## config.mk

```make
export PLATFORM = sky130hd
export DESIGN_NAME = row_rotation_scheduler
export DESIGN_NICKNAME = d
export VERILOG_FILES = /design/src/rtl/row_rotation_scheduler_pkg.sv /design/src/rtl/row_rotation_scheduler_delay_line.sv /design/src/rtl/row_rotation_scheduler.sv
export SDC_FILE = /design/constraint.sdc
export NUM_CORES = 1
export LEC_CHECK = 0
export CORE_UTILIZATION = 40
export CTS_CLUSTER_SIZE = 12
export DETAILED_ROUTE_END_ITERATION = 12
export GPL_TIMING_DRIVEN = 1
export HOLD_SLACK_MARGIN = 0.12
export SYNTH_ARGS = -nofsm -noshare
export SYNTH_HDL_FRONTEND = slang
export SYNTH_SLANG_ARGS = --single-unit
```

## constraint.sdc

```tcl
create_clock -name clk -period 2.3 [get_ports clk]
set_clock_uncertainty 0.15 [all_clocks]
set_input_delay 0.575 -clock clk [delete_from_list [all_inputs] [get_ports clk]]
set_output_delay 0.575 -clock clk [all_outputs]
set_load 0.05 [all_outputs]
```

## src/rtl/row_rotation_scheduler_pkg.sv

```systemverilog
// Shared definitions for the row-rotation scheduler: FSM encoding and default geometry/latencies.
package row_rotation_scheduler_pkg;

   localparam int unsigned DEF_NROW     = 4;
   localparam int unsigned DEF_NCOL     = 4;
   localparam int unsigned DEF_MEM_LAT  = 1;
   localparam int unsigned DEF_PIPE_LAT = 1;

   typedef enum logic [1:0] {
      S_IDLE  = 2'd0,
      S_ISSUE = 2'd1,
      S_DRAIN = 2'd2,
      S_FIN   = 2'd3
   } state_e;

   // Index width that never collapses to zero bits for a single-entry range.
   function automatic int unsigned idx_w(input int unsigned n);
      return (n > 1) ? $clog2(n) : 1;
   endfunction

endpackage

```

## src/rtl/row_rotation_scheduler_delay_line.sv

```systemverilog
// Valid-tagged shift register with async clear and sync flush; DEPTH=0 is a pass-through.
module row_rotation_scheduler_delay_line #(
   parameter int unsigned DEPTH = 1,
   parameter int unsigned W     = 1
) (
   input  logic         clk,
   input  logic         rst,
   input  logic         flush,
   input  logic         in_valid,
   input  logic [W-1:0] in_data,
   output logic         out_valid,
   output logic [W-1:0] out_data,
   output logic         inner_valid
);

   generate
      if (DEPTH == 0) begin : g_pass
         assign out_valid   = in_valid;
         assign out_data    = in_data;
         assign inner_valid = 1'b0;
      end else begin : g_regs
         logic [DEPTH-1:0] v;
         logic [W-1:0]     d [DEPTH];

         always_ff @(posedge clk or posedge rst) begin
            if (rst) begin
               v <= '0;
               for (int i = 0; i < int'(DEPTH); i++) d[i] <= '0;
            end else if (flush) begin
               v <= '0;
               for (int i = 0; i < int'(DEPTH); i++) d[i] <= '0;
            end else begin
               v[0] <= in_valid;
               d[0] <= in_data;
               for (int i = 1; i < int'(DEPTH); i++) begin
                  v[i] <= v[i-1];
                  d[i] <= d[i-1];
               end
            end
         end

         assign out_valid = v[DEPTH-1];
         assign out_data  = d[DEPTH-1];

         // Any valid op still upstream of the output stage.
         if (DEPTH > 1) begin : g_inner
            assign inner_valid = |v[DEPTH-2:0];
         end else begin : g_noinner
            assign inner_valid = 1'b0;
         end
      end
   endgenerate

endmodule

```

## src/rtl/row_rotation_scheduler.sv

```systemverilog
// Column-sweep sequencer for the shared row-rotation datapath: issues row reads, tracks them
// through the read and rotation pipelines, and drains between columns so reads never pass writes.
module row_rotation_scheduler
   import row_rotation_scheduler_pkg::*;
#(
   parameter  int unsigned NROW     = DEF_NROW,
   parameter  int unsigned NCOL     = DEF_NCOL,
   parameter  int unsigned MEM_LAT  = DEF_MEM_LAT,
   parameter  int unsigned PIPE_LAT = DEF_PIPE_LAT,
   localparam int unsigned AW       = idx_w(NROW),
   localparam int unsigned CW       = idx_w(NCOL)
) (
   input  logic          clk,
   input  logic          rst,
   input  logic          start,
   input  logic          abort,
   output logic          busy,
   output logic          done,
   output logic          rd_en,
   output logic [AW-1:0] rd_addr,
   output logic          rot_valid,
   output logic [CW-1:0] rot_col,
   output logic          wr_en,
   output logic [AW-1:0] wr_addr
);

   localparam int unsigned PW          = AW + CW;
   localparam bit          PIPE_STAGED = (PIPE_LAT > 0);

   state_e        state, state_d;
   logic [AW-1:0] row, row_d;
   logic [CW-1:0] col, col_d;
   logic          rd_en_d, busy_d, done_d;
   logic [AW-1:0] rd_addr_d;

   logic [PW-1:0] rd_pl, rot_pl;
   logic          rot_v, wr_v;
   logic          mem_inner, pipe_inner;
   logic          upstream_busy, drain_done;

   // Column tag is zeroed on idle slots so the datapath sideband stays quiet.
   assign rd_pl = {rd_addr, (rd_en ? col : CW'(0))};

   row_rotation_scheduler_delay_line #(.DEPTH(MEM_LAT), .W(PW)) u_mem_dly (
      .clk         (clk),
      .rst         (rst),
      .flush       (abort),
      .in_valid    (rd_en),
      .in_data     (rd_pl),
      .out_valid   (rot_v),
      .out_data    (rot_pl),
      .inner_valid (mem_inner)
   );

   row_rotation_scheduler_delay_line #(.DEPTH(PIPE_LAT), .W(AW)) u_pipe_dly (
      .clk         (clk),
      .rst         (rst),
      .flush       (abort),
      .in_valid    (rot_v),
      .in_data     (rot_pl[PW-1:CW]),
      .out_valid   (wr_v),
      .out_data    (wr_addr),
      .inner_valid (pipe_inner)
   );

   assign rot_valid = rot_v;
   assign rot_col   = rot_pl[CW-1:0];
   assign wr_en     = wr_v;

   // Column is finished when its last row is being written and nothing is behind it.
   assign upstream_busy = rd_en | mem_inner | (PIPE_STAGED ? (rot_v | pipe_inner) : 1'b0);
   assign drain_done    = wr_v && (wr_addr == AW'(NROW - 1)) && !upstream_busy;

   always_comb begin
      state_d = state;
      row_d   = row;
      col_d   = col;
      unique case (state)
         S_IDLE: begin
            if (start) begin
               state_d = S_ISSUE;
               row_d   = '0;
               col_d   = '0;
            end
         end
         S_ISSUE: begin
            if (row == AW'(NROW - 1)) state_d = S_DRAIN;
            else                      row_d   = row + AW'(1);
         end
         S_DRAIN: begin
            if (drain_done) begin
               if (col == CW'(NCOL - 1)) begin
                  state_d = S_FIN;
               end else begin
                  state_d = S_ISSUE;
                  col_d   = col + CW'(1);
                  row_d   = AW'(col) + AW'(1);
               end
            end
         end
         S_FIN:   state_d = S_IDLE;
         default: state_d = S_IDLE;
      endcase
      if (abort) state_d = S_IDLE;

      rd_en_d   = (state_d == S_ISSUE);
      rd_addr_d = rd_en_d ? row_d : '0;
      busy_d    = (state_d == S_ISSUE) || (state_d == S_DRAIN);
      done_d    = (state_d == S_FIN);
   end

   always_ff @(posedge clk or posedge rst) begin
      if (rst) begin
         state   <= S_IDLE;
         row     <= '0;
         col     <= '0;
         rd_en   <= 1'b0;
         rd_addr <= '0;
         busy    <= 1'b0;
         done    <= 1'b0;
      end else begin
         state   <= state_d;
         row     <= row_d;
         col     <= col_d;
         rd_en   <= rd_en_d;
         rd_addr <= rd_addr_d;
         busy    <= busy_d;
         done    <= done_d;
      end
   end

endmodule

```

==> reports/metrics.yaml <==
outcome:
  status: "finished clean"
clocking:
  clock_latency_ns: 0.29
  cts_setup_buffers: 0
  cts-buffers-inserted: 3
  h-tree-depth: 1
  clkSlewWorstSetupHoldPaths_ns: 0.11
  clockBufferDepth: 2
  cts_root_buf: "clkbuf_4"
  cts_sinks: 19
  tritoncts: "yes"
yosys:
  syn-num-nets: 81
  yosysMostFrequentCell: "dfrtp_1"
  synth_top_area_frac: 0.572
  async_flop_share: 1.00
  avgSynthCellArea_um2: 11.2
  post_synth_inst_count: 74
  ys_top_cells_by_count: "dfrtp_1 (19), nand3_1 (9), nor2b_1 (7)"
  synth_cell_type_count: 25
  ys_ff_latch: 19
  synth_top_area_cell: "dfrtp_1"
  synthTopCellsByArea: "dfrtp_1 (57%), nand3_1 (5.4%), nor2b_1 (5.3%)"
  synth_top_flop_cell: "dfrtp_1"
  synth_edf_count: 0
  seq_area_frac_synth: 0.572
  syn_area_um2: 831
  yosys_warnings: 0
timing:
  fmax_mhz: 449
  fin_setup_tns_ns: 0
  worst_pin_slew_ns: 0.505
  finalCriticalPeriod_ns: 2.23
  hold_ws_ns: 0.325
  period_share: 0.968
  slew_viol_final: 0
  hold_viol_final: 0
  relSlewSlack: 0.662
  finalSetupViolations: 0
  rsz0062_at_grt: "no"
job:
  cap_violations: 0
die:
  die_w_um: 47.6
  core_area_um2: 1960
  die_y_um: 47.6
  die-area_um2: 2260
  rows: 16
  num_io_pins: 15
  start_util: 0.423
final_layout:
  num_antenna_cells: 0
  synthToLayoutAreaGrowth_pct: 25.2
  final_net_count: 100
  final_core_util: 0.530
  final-seq-area_um2: 475
  drive_gt1_frac: 0.130
  fillers: 207
  multi_input_area_um2: 313
route:
  via_count: 593
  drt_pass1_iterations: 5
  ant_nets: 0
  wl_per_cell_um: 12.2
  viasPerCell: 4.98
  first_iter_violations: 12
  finalWirelength_um: 1450
  remaining_drc_errors: 0
setup_path:
  rr_worst_depth: 5
  cp_num_cells: 1
  end_kind: "output pin"
  critPathTopFamily: "buffers and inverters"
  crit_type: "flip-flop to output pin"
  path_cells: "clkdlybuf4s50_1"
  rr_startpoint: "col[0]$_DFFE_PP0P_"
  worstPathArrival_ns: 1.50
  r2r_end: "rd_addr[0]$_DFF_PP0_"
  cp_data_required_time_ns: 1.57
  crit_fanout: 3
  cp.buffers_inverters: 1
  cpMaxStageDelayCell: "clkdlybuf4s50_1"
  slowest_delay_ns: 0.81
  worstSetupStartpointType: "flip-flop"
  r2r_slack_ns: 0.34
global_routing:
  grt_pass1_wl_um: 2280
  antenna_found_initial: 0
  grt_max_degree: 20
  grt_use_total: 0.150
  grt-ovfl-total: 0
  grt_pass1_vias: 537
power:
  pwr-share-comb: 0.217
  ir_worst_vdd_mv: 0.360
  p_per_area_nw_per_um2: 681
  switching_share: 0.313
  leakagePower_uw: 0.000500
  p_int_uw: 487
  p_clk_frac: 0.230
  finalPower_uw: 709
  power_frac_seq: 0.552
  switchingPower_uw: 221
hold_path:
  min_to: "u_pipe_dly.out_data[1]$_DFF_PP0_"
  hp-class: "flip-flop to flip-flop"
  holdPathStages: 1
  hold_path.startpoint: "u_mem_dly.out_data[3]$_DFF_PP0_"
placed_design:
  port-buffer-count: 14
  dpl.hpwl_um: 1060
  gp_congestion: 0.911
through the flow:
stage	setup WS (ns)	instances	cell area, µm²
detailed placement	0.194	115	1010
global placement	0.233	115	1010
floorplan	0.296	74	831
CTS	0.0130	119	1030
global route	0.0000343	119	1040
finish	0.0733	119	1040
worst max-delay path by stage:
| stage | from | slack [ns] | end |
|---|---|---|---|
| final | u_pipe_dly.out_data[1]$_DFF_PP0_ | 0.07 | wr_addr[1] |
| after global routing | u_pipe_dly.out_data[1]$_DFF_PP0_ | 0.00003 | wr_addr[1] |
| after CTS | u_mem_dly.out_valid$_DFF_PP0_ | 0.01 | rot_valid |
| after detailed placement | start | 0.19 | rd_addr[0]$_DFF_PP0_ |
| after global placement | start | 0.23 | rd_addr[1]$_DFF_PP0_ |
| after floorplan | u_pipe_dly.out_data[0]$_DFF_PP0_ | 0.30 | rd_addr[1]$_DFF_PP0_ |
worst reg2reg max path, cell delays in order (launching register included):
cell	delay [ns]
dfrtp_1	0.44
ha_1	0.25
nor4b_4	0.23
nand3_2	0.19
or4_4	0.49
a31oi_2	0.15
routing by layer:
layer,up-vias,global-route usage,share of wire
met3,2,0.0340,0.037
met4,0,0.0667,0.0062
met2,16,0.241,0.49
met5,-,0,0
met1,283,0.195,0.46
li1,292,-,-
registers in the layout, summed over array words and instances (netlist names):
signal                flops
u_mem_dly.out_data        4
u_pipe_dly.out_data       2
done                      1
rd_en                     1
col                       2
row                       2
state                     2
busy                      1
rd_addr                   2
u_pipe_dly.out_valid      1
u_mem_dly.out_valid       1
layout by cell type, fill, tap and decap left out, types with 2 or more instances in the layout:
cell and instances:
o21ai_0 2, nand2_1 2, buf_4 3, dfrtp_1 19, nand3_1 9, dlymetal6s2s_1 2
nor2b_1 7, ha_1 3, inv_1 5, and2_1 2, nor2_1 4, a21oi_1 5
clkbuf_4 3, clkdlybuf4s50_1 12
cell type report:
type | instances | area share
flip-flops and latches | 19 | 0.457
multi-input cells | 46 | 0.301
repair buffers | 17 | 0.161
well taps | 27 | 0.0325
clock buffers | 3 | 0.0217
inverters | 6 | 0.0217
clock inverters | 1 | 0.00481
power by group through the flow:
stage | Clock, µW | Sequential [µW] | Combinational [µW]
final | 163 | 391 | 154
after global routing | 188 | 396 | 168
after CTS | 171 | 391 | 156
after detailed placement | 0 | 397 | 156
after global placement | 0 | 398 | 154
after floorplan | 0 | 436 | 60.9
what timing repair did:
| item | CTS | global route |
|---|---|---|
| hold buffers | 0 | 0 |
| resized for setup | 0 | 2 |
| endpoints found under the setup margin | 0 | 2 |
logic make-up (layout without fill, tap and decap cells):
family,count (synthesis),in the layout,share of synthesized area
adders and majority gates,3,3,0.0452
DFF,19,19,0.572
and+or+nand+nor,30,30,0.226
buffers and inverters,9,27,0.0512
AOI/OAI and AO/OA,13,13,0.105
No activity file was read; power rests on OpenSTA's default activity.
